**config.mk**
```make
export PLATFORM = sky130hd
export DESIGN_NAME = sobel_grad
export DESIGN_NICKNAME = d
export VERILOG_FILES = /design/src/rtl/sobel_pkg.sv /design/src/rtl/sobel_abs_grad.sv /design/src/rtl/sobel_grad.sv
export SDC_FILE = /design/constraint.sdc
export NUM_CORES = 1
export LEC_CHECK = 0
export BUFFER_PORTS_ARGS = -buffer_cell sky130_fd_sc_hd__buf_2
export CAP_MARGIN = 10
export CORE_MARGIN = 2
export CORE_UTILIZATION = 60
export CTS_CLUSTER_SIZE = 8
export DETAILED_ROUTE_END_ITERATION = 6
export PLACE_DENSITY = 0.93
export REMOVE_ABC_BUFFERS = 1
export SETUP_SLACK_MARGIN = 0.05
export SLEW_MARGIN = 10
export SYNTH_ARGS = -nofsm -noshare
export SYNTH_HDL_FRONTEND = slang
export SYNTH_SLANG_ARGS = --single-unit
```
**constraint.sdc**
```tcl
create_clock -name clk -period 3.2 [get_ports clk]
set_input_delay 0.32 -clock clk [delete_from_list [all_inputs] [get_ports clk]]
set_output_delay 0.32 -clock clk [all_outputs]
set_load 0.05 [all_outputs]
```
**src/rtl/sobel_pkg.sv**
```systemverilog
// Shared constants, types and arithmetic helpers for the Sobel gradient pipeline.
package sobel_pkg;

  localparam int unsigned PIX_W = 8;
  localparam int unsigned WIN_W = 72;
  localparam int unsigned IMG_W = 640;
  localparam int unsigned IMG_H = 480;

  // Byte-lane index of each window pixel; lane n occupies win[n*8+7:n*8].
  localparam int unsigned LANE_P00 = 8;
  localparam int unsigned LANE_P10 = 7;
  localparam int unsigned LANE_P20 = 6;
  localparam int unsigned LANE_P01 = 5;
  localparam int unsigned LANE_P11 = 4;
  localparam int unsigned LANE_P21 = 3;
  localparam int unsigned LANE_P02 = 2;
  localparam int unsigned LANE_P12 = 1;
  localparam int unsigned LANE_P22 = 0;

  // Weighted 1-2-1 sums, signed gradients, gradient magnitudes, total magnitude.
  localparam int unsigned SUM_W  = 10;
  localparam int unsigned GRAD_W = 11;
  localparam int unsigned ABS_W  = 10;
  localparam int unsigned MAG_W  = 11;

  typedef logic [PIX_W-1:0] pix_t;
  typedef logic [SUM_W-1:0] sum_t;
  typedef logic [ABS_W-1:0] abs_t;
  typedef logic [MAG_W-1:0] mag_t;

  // Left/right column sums and top/bottom row sums of one window.
  typedef struct packed {
    sum_t l;
    sum_t r;
    sum_t t;
    sum_t b;
  } dir_sums_t;

  function automatic pix_t win_pix(input logic [WIN_W-1:0] win, input int unsigned lane);
    return win[lane*PIX_W +: PIX_W];
  endfunction

  // a + 2*b + c, never exceeds 1020.
  function automatic sum_t tri_sum(input pix_t a, input pix_t b, input pix_t c);
    return sum_t'(a) + sum_t'({b, 1'b0}) + sum_t'(c);
  endfunction

  // |a - b| through an 11-bit signed difference.
  function automatic abs_t abs_diff(input sum_t a, input sum_t b);
    logic signed [GRAD_W-1:0] g;
    g = $signed({1'b0, a}) - $signed({1'b0, b});
    return g[GRAD_W-1] ? abs_t'(-g) : abs_t'(g);
  endfunction

endpackage

```
**src/rtl/sobel_abs_grad.sv**
```systemverilog
// Pipeline stages S1 (directional sums) and S2 (absolute gradients), held when en is low.
module sobel_abs_grad
  import sobel_pkg::*;
(
  input  logic             clk,
  input  logic             reset,
  input  logic             en,
  input  logic             in_valid,
  input  logic [WIN_W-1:0] win_in,
  output logic             out_valid,
  output logic [ABS_W-1:0] abs_gx,
  output logic [ABS_W-1:0] abs_gy
);

  logic      s1_valid_q, s1_valid_d;
  dir_sums_t s1_sums_q, s1_sums_d;
  logic      s2_valid_q, s2_valid_d;
  abs_t      abs_gx_q, abs_gx_d;
  abs_t      abs_gy_q, abs_gy_d;

  // Next-state for S1 and S2; both hold their contents while disabled.
  always_comb begin
    s1_valid_d = s1_valid_q;
    s1_sums_d  = s1_sums_q;
    s2_valid_d = s2_valid_q;
    abs_gx_d   = abs_gx_q;
    abs_gy_d   = abs_gy_q;
    if (en) begin
      s1_valid_d  = in_valid;
      s1_sums_d.l = tri_sum(win_pix(win_in, LANE_P00), win_pix(win_in, LANE_P10),
                            win_pix(win_in, LANE_P20));
      s1_sums_d.r = tri_sum(win_pix(win_in, LANE_P02), win_pix(win_in, LANE_P12),
                            win_pix(win_in, LANE_P22));
      s1_sums_d.t = tri_sum(win_pix(win_in, LANE_P00), win_pix(win_in, LANE_P01),
                            win_pix(win_in, LANE_P02));
      s1_sums_d.b = tri_sum(win_pix(win_in, LANE_P20), win_pix(win_in, LANE_P21),
                            win_pix(win_in, LANE_P22));
      s2_valid_d  = s1_valid_q;
      abs_gx_d    = abs_diff(s1_sums_q.r, s1_sums_q.l);
      abs_gy_d    = abs_diff(s1_sums_q.b, s1_sums_q.t);
    end
  end

  // Stage registers with asynchronous clear.
  always_ff @(posedge clk or posedge reset) begin
    if (reset) begin
      s1_valid_q <= 1'b0;
      s1_sums_q  <= '0;
      s2_valid_q <= 1'b0;
      abs_gx_q   <= '0;
      abs_gy_q   <= '0;
    end else begin
      s1_valid_q <= s1_valid_d;
      s1_sums_q  <= s1_sums_d;
      s2_valid_q <= s2_valid_d;
      abs_gx_q   <= abs_gx_d;
      abs_gy_q   <= abs_gy_d;
    end
  end

  assign out_valid = s2_valid_q;
  assign abs_gx    = abs_gx_q;
  assign abs_gy    = abs_gy_q;

endmodule

```
**src/rtl/sobel_grad.sv**
```systemverilog
// Sobel edge magnitude: 3-stage stallable pipeline with line/frame position flags.
module sobel_grad
  import sobel_pkg::*;
#(
  parameter int unsigned OUT_W  = IMG_W - 2,
  parameter int unsigned OUT_H  = IMG_H - 2,
  parameter int unsigned THRESH = 0
) (
  input  logic             clk,
  input  logic             reset,
  input  logic [WIN_W-1:0] win_in,
  input  logic             win_valid,
  output logic             win_ready,
  output logic [PIX_W-1:0] pix_out,
  output logic             pix_valid,
  input  logic             pix_ready,
  output logic             pix_eol,
  output logic             pix_eof
);

  localparam int unsigned COL_W  = (OUT_W > 1) ? $clog2(OUT_W) : 1;
  localparam int unsigned LINE_W = (OUT_H > 1) ? $clog2(OUT_H) : 1;
  localparam logic [COL_W-1:0]  COL_LAST  = COL_W'(OUT_W - 1);
  localparam logic [LINE_W-1:0] LINE_LAST = LINE_W'(OUT_H - 1);

  logic              stall;
  logic              adv;
  logic              xfer;
  logic              s2_valid;
  abs_t              abs_gx;
  abs_t              abs_gy;
  mag_t              mag;
  pix_t              pix_next;
  logic              pix_valid_q, pix_valid_d;
  pix_t              pix_out_q, pix_out_d;
  logic [COL_W-1:0]  col_q, col_d;
  logic [LINE_W-1:0] line_q, line_d;
  logic              col_last;
  logic              line_last;

  // Handshake: a held output pixel freezes every stage at once.
  always_comb begin
    stall = pix_valid_q && !pix_ready;
    adv   = !stall;
    xfer  = pix_valid_q && pix_ready;
  end

  sobel_abs_grad u_abs_grad (
    .clk      (clk),
    .reset    (reset),
    .en       (adv),
    .in_valid (win_valid),
    .win_in   (win_in),
    .out_valid(s2_valid),
    .abs_gx   (abs_gx),
    .abs_gy   (abs_gy)
  );

  // S3 datapath: magnitude, then saturation or binarisation.
  always_comb begin
    mag = mag_t'(abs_gx) + mag_t'(abs_gy);
    if (THRESH == 0) begin
      pix_next = (mag > mag_t'(255)) ? '1 : pix_t'(mag);
    end else begin
      pix_next = (32'(mag) >= THRESH) ? '1 : '0;
    end
  end

  // S3 next-state and position counters; counters move only on a pixel transfer.
  always_comb begin
    pix_valid_d = pix_valid_q;
    pix_out_d   = pix_out_q;
    col_d       = col_q;
    line_d      = line_q;
    if (adv) begin
      pix_valid_d = s2_valid;
      pix_out_d   = pix_next;
    end
    if (xfer) begin
      if (col_last) begin
        col_d  = '0;
        line_d = line_last ? '0 : line_q + LINE_W'(1);
      end else begin
        col_d  = col_q + COL_W'(1);
      end
    end
  end

  // S3 and counter registers with asynchronous clear.
  always_ff @(posedge clk or posedge reset) begin
    if (reset) begin
      pix_valid_q <= 1'b0;
      pix_out_q   <= '0;
      col_q       <= '0;
      line_q      <= '0;
    end else begin
      pix_valid_q <= pix_valid_d;
      pix_out_q   <= pix_out_d;
      col_q       <= col_d;
      line_q      <= line_d;
    end
  end

  // Flags come from the counters, which are frozen while the output is held.
  always_comb begin
    col_last  = (col_q == COL_LAST);
    line_last = (line_q == LINE_LAST);
    win_ready = adv;
    pix_out   = pix_out_q;
    pix_valid = pix_valid_q;
    pix_eol   = pix_valid_q && col_last;
    pix_eof   = pix_valid_q && col_last && line_last;
  end

endmodule

```
# == After elaboration in Yosys (flattened, before gate mapping) ==
# Index checks and enable logic that the tools add are counted.
# op_classes
addsub,15
n_lt_le_gt_ge,1
n_eq_ne,2
n_mux,5
reduce_logical,7
# op_table
cell,count
10-bit by 8-bit adder with 10-bit output,4
8-bit by 9-bit adder with 10-bit output,4
10-bit 2-to-1 mux,3
10-bit by 10-bit subtractor with 11-bit output,2
10-bit negator,2
10-bit by 10-bit adder with 11-bit output,1
11-bit by 8-bit > comparator with 1-bit output (second input constant),1
10-bit by 1-bit adder with 10-bit output (second input constant),1
10-bit equality test (second input constant),1
9-bit by 1-bit adder with 9-bit output (second input constant),1
9-bit equality test (second input constant),1
9-bit 2-to-1 mux,1
8-bit 2-to-1 mux,1
1-bit logical AND,4
1-bit logical NOT,2
2-bit AND reduction,1
# totals
ff_bits,90
in_bits,76
output_inout_bits,12
word_cells,42

# == Depth between registers and ports, before layout ==
# Gate-level depths: netlist (run 1).
# logic_depth
ltp_word,3
depth_mapped,12
depth_no_buf,11

# == Cells and area by module ==
# A second synthesis (run 1) with hierarchy kept.
# unflattened
hier_cells,735
area_unflattened_um2,7116.8
# modules_own_cells
mod,instances,cells_per_inst,area_per_inst_um2,seq_area_each_um2
sobel_abs_grad,1,543,5250.0,1551.5
sobel_grad,1,192,1866.8,700.7

# == Worst setup path after synthesis (run 1) ==
# OpenSTA, ideal clock, no wires.
# synth_path
path_type,register to register
start,reg u_abs_grad.s1_sums_q[0] (netlist bit)
end,reg u_abs_grad.abs_gy_q[9] (netlist: u_abs_grad.abs_gy[9])
setup_ns,0.137
arrival_ns,2.578
t_required_ns,3.063
path_slack_ns,0.485
path_stages_with_launch,12
n_path_buf,0
period_less_slack_ns,2.715
cell_sequence,dfrtp_1 inv_1 ha_1 inv_1 fa_1 a211oi_2 nor2_1 xor2_1 or4_1 o41ai_1 xor2_1 a21oi_1
# synth_via
elab_chain_cells,3
# synth_lines
item,line_no,rtl
start: declaration,sobel_abs_grad.sv:16,"dir_sums_t s1_sums_q, s1_sums_d;"
start signal: assignment,sobel_abs_grad.sv:54,s1_sums_q <= s1_sums_d;
10-bit by 10-bit subtractor with 11-bit output (*),sobel_pkg.sv:51,"g = $signed({1'b0, a}) - $signed({1'b0, b});"
10-bit negator,sobel_pkg.sv:52,return g[GRAD_W-1] ? abs_t'(-g) : abs_t'(g);
10-bit 2-to-1 mux (*),sobel_pkg.sv:52,
end signal: assignment,sobel_abs_grad.sv:57,abs_gy_q <= abs_gy_d;
end: declaration,sobel_abs_grad.sv:19,"abs_t abs_gy_q, abs_gy_d;"
# Every way passes the cells marked *; elsewhere a longest branch is shown, timed or not.
# A chain may end at the register's enable or synchronous reset.

# == Worst setup path in the final report (run 1) ==
# layout_path
start,reg u_abs_grad.s1_sums_q[20] (netlist bit)
end,reg u_abs_grad.abs_gx_q[9] (netlist: u_abs_grad.abs_gx[9])
# layout_via
elab_chain_cells,3
# layout_lines
item,line_no,rtl
10-bit by 10-bit subtractor with 11-bit output (*),sobel_pkg.sv:51,
10-bit negator,sobel_pkg.sv:52,
10-bit 2-to-1 mux (*),sobel_pkg.sv:52,
end signal: assignment,sobel_abs_grad.sv:56,abs_gx_q <= abs_gx_d;
end: declaration,sobel_abs_grad.sv:18,"abs_t abs_gx_q, abs_gx_d;"
# Marked as above.

==> impl_results.md, run 1 <==
- Status: finished clean
- Hold Vio Cnt, Final: 0
- Multi-input logic area: 4520 um2
- Chip height: 113 um
- Nets: 1,024
- P_leak: 3.74 nW
- VDD IR max: 615 uV
- Critical path class: reg2reg
- Vias in the first global route: 5,934
- CP endpoint kind: flip-flop
- Die Wd: 113 um
- Crit path launch: u_abs_grad.s1_sums_q[20]
- Core area: 11,500 um2
- Register area share after synthesis: 0.318
- Slew Viols, Final: 0
- GR Overflow Total: 0
- Drt wl/cell: 16.1 um
- TritonRoute pass-1 iters: 5
- Required @ worst endpoint: 3390 ps
- Actual slew at the worst max-slew pin: 859 ps
- Setup Skew: 4.47 ps
- All-layer global routing usage: 0.262
- Io pins: 88
- Fillers: 842
- Worst-Skew Late Latency: 350 ps
- Synth cell types: 56
- FP Rows: 39
- Fin crit share: 0.931
- Initial core utilization: 0.617
- Slack of the critical path: 220 ps
- Routed wire length: 15.9 mm
- EDFF count, synth: 0
- Max-cap violations: 0
- Yosys warns: 0
- Total chip power: 8.16 mW
- Drt initial violations: 341
- RSZ-0062 raised after global routing: false
- Leading cell type in the layout, fill and taps excluded: dfrtp_1
- Final worst path period need: 2980 ps
- Most common flop cell mapped by yosys: dfrtp_1
- Root buffer cell: clkbuf_16
- Routed Antenna Nets: 0
- Setup TNS: 0 ps
- Layout cell share with drive strength beyond 1: 0.135
- Routability congestion estimate: 0.857
- Number of remaining DRC errors: 0
- # placed instances: 972
- Antenna cell count: 0
- Hold WC Path Type: in2async
- Cell Area, Synth: 7080 um2
- Fin Hold WS: 44.0 ps
- Clock Sink Count: 90
- Synthesized area per cell: 9.23 um2
- Critical path arrival: 3170 ps
- R2r worst-path depth: 11
- Largest net degree at the start of global routing: 89
- Vias: 5,859
- Avg Vias per Cell: 5.92
- Clk buf depth: 2
- H-tree depth: 3
- Seq. cell area: 2250 um2
- Yosys reg bits: 90
- Reg2reg end: u_abs_grad.abs_gx[9]
- IO Port Bufs: 79
- Slew headroom: 0.427
- Setup slack, reg-to-reg: 220 ps
- Highest clock rate: 336 MHz
- Final setup violation count: 0
- Area delta synth->final: 11.7%
- Cells after synthesis: 767
- Inserted Clock Buffers: 9
- Pre-CTS setup slack: 235 ps
- CTS tree: yes
- Async SR Flop Fraction: 1.00
- Critical Path Source Type: flip-flop
- Antenna violations before repair: 0
- Most frequent cells in the layout: 90 x dfrtp_1, 82 x nand2_1, 79 x buf_2, 71 x ha_1, 58 x o21ai_0
- Critical R2R Launch: u_abs_grad.s1_sums_q[20]
- Pwr dens: 1030 nW/um2
- Clk slew on worst S/H paths: 60 ps
- First-pass GRT wire length: 26.9 mm
- HPWL after DPL: 12.4 mm
- Final non-filler cell total: 989
- Worst-path fanout max: 4
- Total die area: 12,700 um2
## power breakdown
| part | switching [mW] | internal (mW) |
|---|---|---|
| registers | 0.280 | 1.61 |
| clock network | 0.445 | 0.627 |
| logic | 3.06 | 2.14 |
| total | 3.79 | 4.38 |
## worst max-delay path: stages, from the launching register on
cell and delay, ps:
dfrtp_1 350, inv_1 80, ha_2 210, inv_1 70
fa_1 420, a211oi_2 290, nor2_1 100, xor2_1 190
or4_4 520, o41ai_2 320, xor2_1 190, a21oi_1 80
## state kept, by name, summed over array words and instances, names as in the netlist
signal,cells
col_q,10
u_abs_grad.abs_gx,10
u_abs_grad.out_valid,1
u_abs_grad.abs_gy,10
pix_out,8
line_q,9
u_abs_grad.s1_sums_q,40
pix_valid,1
u_abs_grad.s1_valid_q,1
## through the flow
stage / util / cell area [um2]
5_1_grt: 0.690 / 7910
6_report: 0.690 / 7910
3_3_place_gp: 0.663 / 7600
3_5_place_dp: 0.663 / 7600
4_1_cts: 0.689 / 7900
2_1_floorplan: - / 6980
## cells by family after synthesis
family	synth area share
buffers and inverters	0.0454
flip-flops	0.318
AO/OA/AOI/OAI	0.179
XOR/XNOR	0.0643
AND/OR/NAND/NOR	0.162
adder cells (fa/ha/maj)	0.226
multiplexers	0.00565
## cell usage after synthesis (2+ instances only)
master	n	area [um2]
nor2b_1	13	81.3
or2_2	5	31.3
or3_1	6	37.5
nor2_1	51	191
a221oi_1	4	35.0
o2111ai_1	4	35.0
dfrtp_1	90	2250
ha_1	72	901
a211o_1	3	26.3
nor4_1	2	12.5
a21oi_1	52	260
o211ai_1	4	30.0
o22a_1	8	70.1
o21ai_1	5	25.0
or4_1	3	22.5
nor4b_1	4	35.0
nand4_1	3	18.8
nand3b_1	5	37.5
buf_6	2	22.5
xnor2_1	22	193
and2_1	5	31.3
a21boi_0	3	22.5
o21a_1	7	52.6
mux2i_1	4	40.0
o31ai_1	12	90.1
buf_2	2	10.0
o22ai_1	3	18.8
fa_1	35	701
nor3_1	14	70.1
o211a_1	4	40.0
a21o_1	13	97.6
xor2_1	30	263
and3_1	8	50.1
nand3_1	13	65.1
nand2_1	82	308
clkbuf_1	17	63.8
inv_1	58	218
o311ai_0	2	17.5
o221ai_1	4	35.0
nor3b_1	6	45.0
nand2b_1	14	87.6
a211oi_2	2	25.0
o21ai_0	58	290
## area by class of cell
type,instances,area share
repair buffers,85,0.0557
well taps,143,0.0226
flip-flops and latches,90,0.285
multi-input cells,596,0.571
clock buffers,12,0.0312
clock inverters,4,0.00649
inverters,59,0.0282
## routing by layer
layer  GRT usage  up-vias  wire, um
li1            -     2824         -
met1       0.321     2801      6700
met2       0.472      198      8070
met3      0.0308       36       691
met4       0.104        0       439
met5           0        -         0
## worst max-delay path by stage
stage                              end  slack (ps)  cells after the start
4_1_cts           u_abs_grad.abs_gx[8]         220                     11
3_3_place_gp      u_abs_grad.abs_gy[9]         290                     11
3_5_place_dp      u_abs_grad.abs_gx[8]         230                     11
6_report          u_abs_grad.abs_gx[9]         220                     11
2_1_floorplan  u_abs_grad.s1_sums_q[8]       -3340                      6
5_1_grt           u_abs_grad.abs_gx[9]          70                     11
## what timing repair did
item	CTS	global route
endpoints found under the setup margin	0	2
hold endpoints to repair	0	0
hold buffers	0	0
setup buffers	0	1
resized for setup	0	1
Power figures use the tool's default switching activity.
==> run 2, diff against run 1 <==
Settings changed: ABC_AREA from default to 1, GPL_ROUTABILITY_DRIVEN from default to 1.
==> run 2 against run 1 <==
Critical path depth rose by 4. Total power fell by 4.9%. Global-route usage rose by 1.3 points. Count of clock-buffer cells in the layout fell by 2. Critical path type unchanged. Highest routed layer unchanged.
==> impl_results.md, run 2 <==
- Max reg flops: 40 (unchanged)
- Async SR Flop Fraction: 1.00 (unchanged)
- Yosys warns: 0 (unchanged)
- Critical Path Most Common Cell: nand2_1
- Drt initial violations: 355 (was 341)
- Cell Area, Synth: 7530 um2 (was 7080 um2)
- Area leader, netlist: dfrtp_1 (unchanged)
- Top-area cell type share of the netlist area: 0.299 (was 0.318)
- RSZ-0062 raised after global routing: false (unchanged)
- Setup bufs post-CTS: 0 (unchanged)
- Area delta synth->final: 11.3% (was 11.7%)
- Setup slack, reg-to-reg: 670 ps (was 220 ps)
- Routability congestion estimate: 0.924 (was 0.857)
- Largest Register: u_abs_grad.s1_sums_q (unchanged)
- All-layer global routing usage: 0.276 (was 0.262)
- Hold Vio Cnt, Final: 0 (unchanged)
- CP endpoint kind: flip-flop (unchanged)
- Routed Antenna Nets: 0 (unchanged)
- First-pass GRT wire length: 29.2 mm (was 26.9 mm)
- # placed instances: 1,242 (was 972)
- Vias in the first global route: 6,608 (was 5,934)
- Actual slew at the worst max-slew pin: 968 ps (was 859 ps)
- Routed wire length: 17.2 mm (was 15.9 mm)
- TritonRoute pass-1 iters: 6 (was 5)
- Cells after synthesis: 1,007 (was 767)
- Avg Vias per Cell: 5.40 (was 5.92)
- Die Wd: 116 um (was 113 um)
- Slew headroom: 0.354 (was 0.427)
- Setup Skew: 9.25 ps (was 4.47 ps)
- Highest clock rate: 395 MHz (was 336 MHz)
- Drt wl/cell: 13.7 um (was 16.1 um)
- Leading cell type in the layout, fill and taps excluded: nand2_1 (was dfrtp_1)
- Hold WC Path Type: in2async (unchanged)
- Layout cell share with drive strength beyond 1: 0.116 (was 0.135)
- GR Overflow Total: 0 (unchanged)
- H-tree depth: 3 (unchanged)
- Critical path class: reg2reg (unchanged)
- Synth top area cells: dfrtp_1 30%, nand2_1 15%, ha_1 12% (was dfrtp_1 32%, ha_1 13%, fa_1 9.9%)
- Worst-Skew Late Latency: 350 ps (about the same)
- CTS tree: yes (unchanged)
- Required @ worst endpoint: 3490 ps (was 3390 ps)
- Antenna cell count: 0 (unchanged)
- Pwr dens: 926 nW/um2 (was 1030 nW/um2)
- Clock Sink Count: 90 (unchanged)
- Slew Viols, Final: 0 (unchanged)
- Max-cap violations: 0 (unchanged)
- Final worst path period need: 2530 ps (was 2980 ps)
- Most common flop cell mapped by yosys: dfrtp_1 (unchanged)
- Clk slew on worst S/H paths: 60 ps (about the same)
- Fin Hold WS: 165 ps (was 44.0 ps)
- Number of remaining DRC errors: 0 (unchanged)
- Status: finished clean (unchanged)
- Total chip power: 7.76 mW (was 8.16 mW)
- Critical path's slowest cell: fa_1 (was or4_4)
- Yosys reg bits: 90 (unchanged)
- Worst-path fanout max: 16 (was 4)
- Vias: 6,790 (was 5,859)
- Initial core utilization: 0.622 (was 0.617)
- EDFF count, synth: 0 (unchanged)
- Most frequent cells in the layout: 298 x nand2_1, 156 x inv_1, 90 x dfrtp_1, 79 x buf_2, 72 x ha_1 (was 90 x dfrtp_1, 82 x nand2_1, 79 x buf_2, 71 x ha_1, 58 x o21ai_0)
- Final non-filler cell total: 1,258 (was 989)
- Total die area: 13,500 um2 (was 12,700 um2)
- Critical Path Source Type: flip-flop (unchanged)
- Io pins: 88 (unchanged)
- Synth top cells by count: 298 x nand2_1, 157 x inv_1, 90 x dfrtp_1 (was 90 x dfrtp_1, 82 x nand2_1, 72 x ha_1)
- Inserted Clock Buffers: 9 (unchanged)
- Nets: 1,268 (was 1,024)
- Root buffer cell: clkbuf_16 (unchanged)
- Critical path arrival: 2820 ps (was 3170 ps)
- IO Port Bufs: 79 (unchanged)
- Antenna violations before repair: 0 (unchanged)
- Register area share after synthesis: 0.299 (was 0.318)
- Final setup violation count: 0 (unchanged)
- Core area: 12,100 um2 (was 11,500 um2)
- Most common cell in the netlist: nand2_1 (was dfrtp_1)
- Crit-path max cell delay: 420 ps (was 520 ps)
- Largest net degree at the start of global routing: 61 (was 89)
- Clk buf depth: 2 (unchanged)
- Fin crit share: 0.792 (was 0.931)
- Synth cell types: 43 (was 56)
- # hold bufs at CTS: 0 (unchanged)
- P_leak: 4.55 nW (was 3.74 nW)
- Synthesized area per cell: 7.48 um2 (was 9.23 um2)
- Chip height: 116 um (was 113 um)
- FP Rows: 40 (was 39)
- Post-CTS sizing: 0 (unchanged)
- VDD IR max: 425 uV (was 615 uV)
- HPWL after DPL: 13.6 mm (was 12.4 mm)
- CP cell instances: inv_1 > ha_1 > inv_1 > fa_1 > nand3_1 > nand3_1 > nand2_1 > nand2_1 > nand2_1 > nand2_1 > a21oi_4 > inv_1 > o21ai_0 > nand3_1 > nand2_1 (was inv_1 > ha_2 > inv_1 > fa_1 > a211oi_2 > nor2_1 > xor2_1 > or4_4 > o41ai_2 > xor2_1 > a21oi_1)
==> run 2: layer usage <==
metal,vias up,routed length [um],share of wire,global-route usage
li1,3393,-,-,-
met1,3134,7310,0.42,0.330
met2,214,8500,0.49,0.500
met3,49,848,0.049,0.0455
met4,0,561,0.033,0.100
met5,-,0,0,0
==> run 2: layout make-up <==
type | instances | area (um2)
Clock buffer | 10 | 229
Clock inverter | 6 | 43.8
Fill cell | 971 | 3730
Inverter | 159 | 598
Multi-Input combinational cell | 742 | 4610
Sequential cell | 90 | 2250
Tap cell | 168 | 210
Timing Repair Buffer | 83 | 438
==> run 2: logic make-up (layout without fill, tap and decap cells) <==
kind of cell | Yosys count | in the layout | synth area share
xor+xnor | 16 | 16 | 0.0186
simple gates | 498 | 498 | 0.287
flops | 90 | 90 | 0.299
buf+inv | 175 | 258 | 0.0896
compound gates | 121 | 121 | 0.0929
fa+ha+maj | 107 | 107 | 0.213
==> run 2: worst paths after layout <==
kind                                     startpoint                      end  cells after the start
max reg2reg                u_abs_grad.s1_sums_q[20]     u_abs_grad.abs_gx[6]                     15
min in group clk                          win_valid    u_abs_grad.s1_valid_q                      3
min reg2reg                    u_abs_grad.out_valid                pix_valid                      2
min                                           reset  u_abs_grad.s1_sums_q[0]                      2
max                        u_abs_grad.s1_sums_q[20]     u_abs_grad.abs_gx[6]                     15
max in group asynchronous                     reset  u_abs_grad.s1_sums_q[3]                      3
==> run 2: per-stage QoR <==
step                      TNS (ps)  setup WS [ps]   util  area, um2
final                            0            666  0.692       8380
after global routing             0            434  0.692       8380
after CTS                        0            703  0.692       8380
after detailed placement         0            585  0.670       8110
after global placement           0            635  0.670       8110
after floorplan             -58960          -1250      -       7450
==> run 2: critical path: cells and delay by family, from the launching register on <==
kind | cells | cell delay [ps]
and+or+nand+nor | 8 | 740
adders and majority gates | 2 | 570
AOI/OAI and AO/OA | 2 | 510
DFF | 1 | 350
buffers and inverters | 3 | 290
==> run 2: where the power goes <==
part           leakage [nW]  switching, mW  internal, mW
Combinational          3.38           3.18          1.80
Sequential             1.04          0.252          1.56
Clock                 0.132          0.445         0.527
Total                  4.55           3.88          3.89
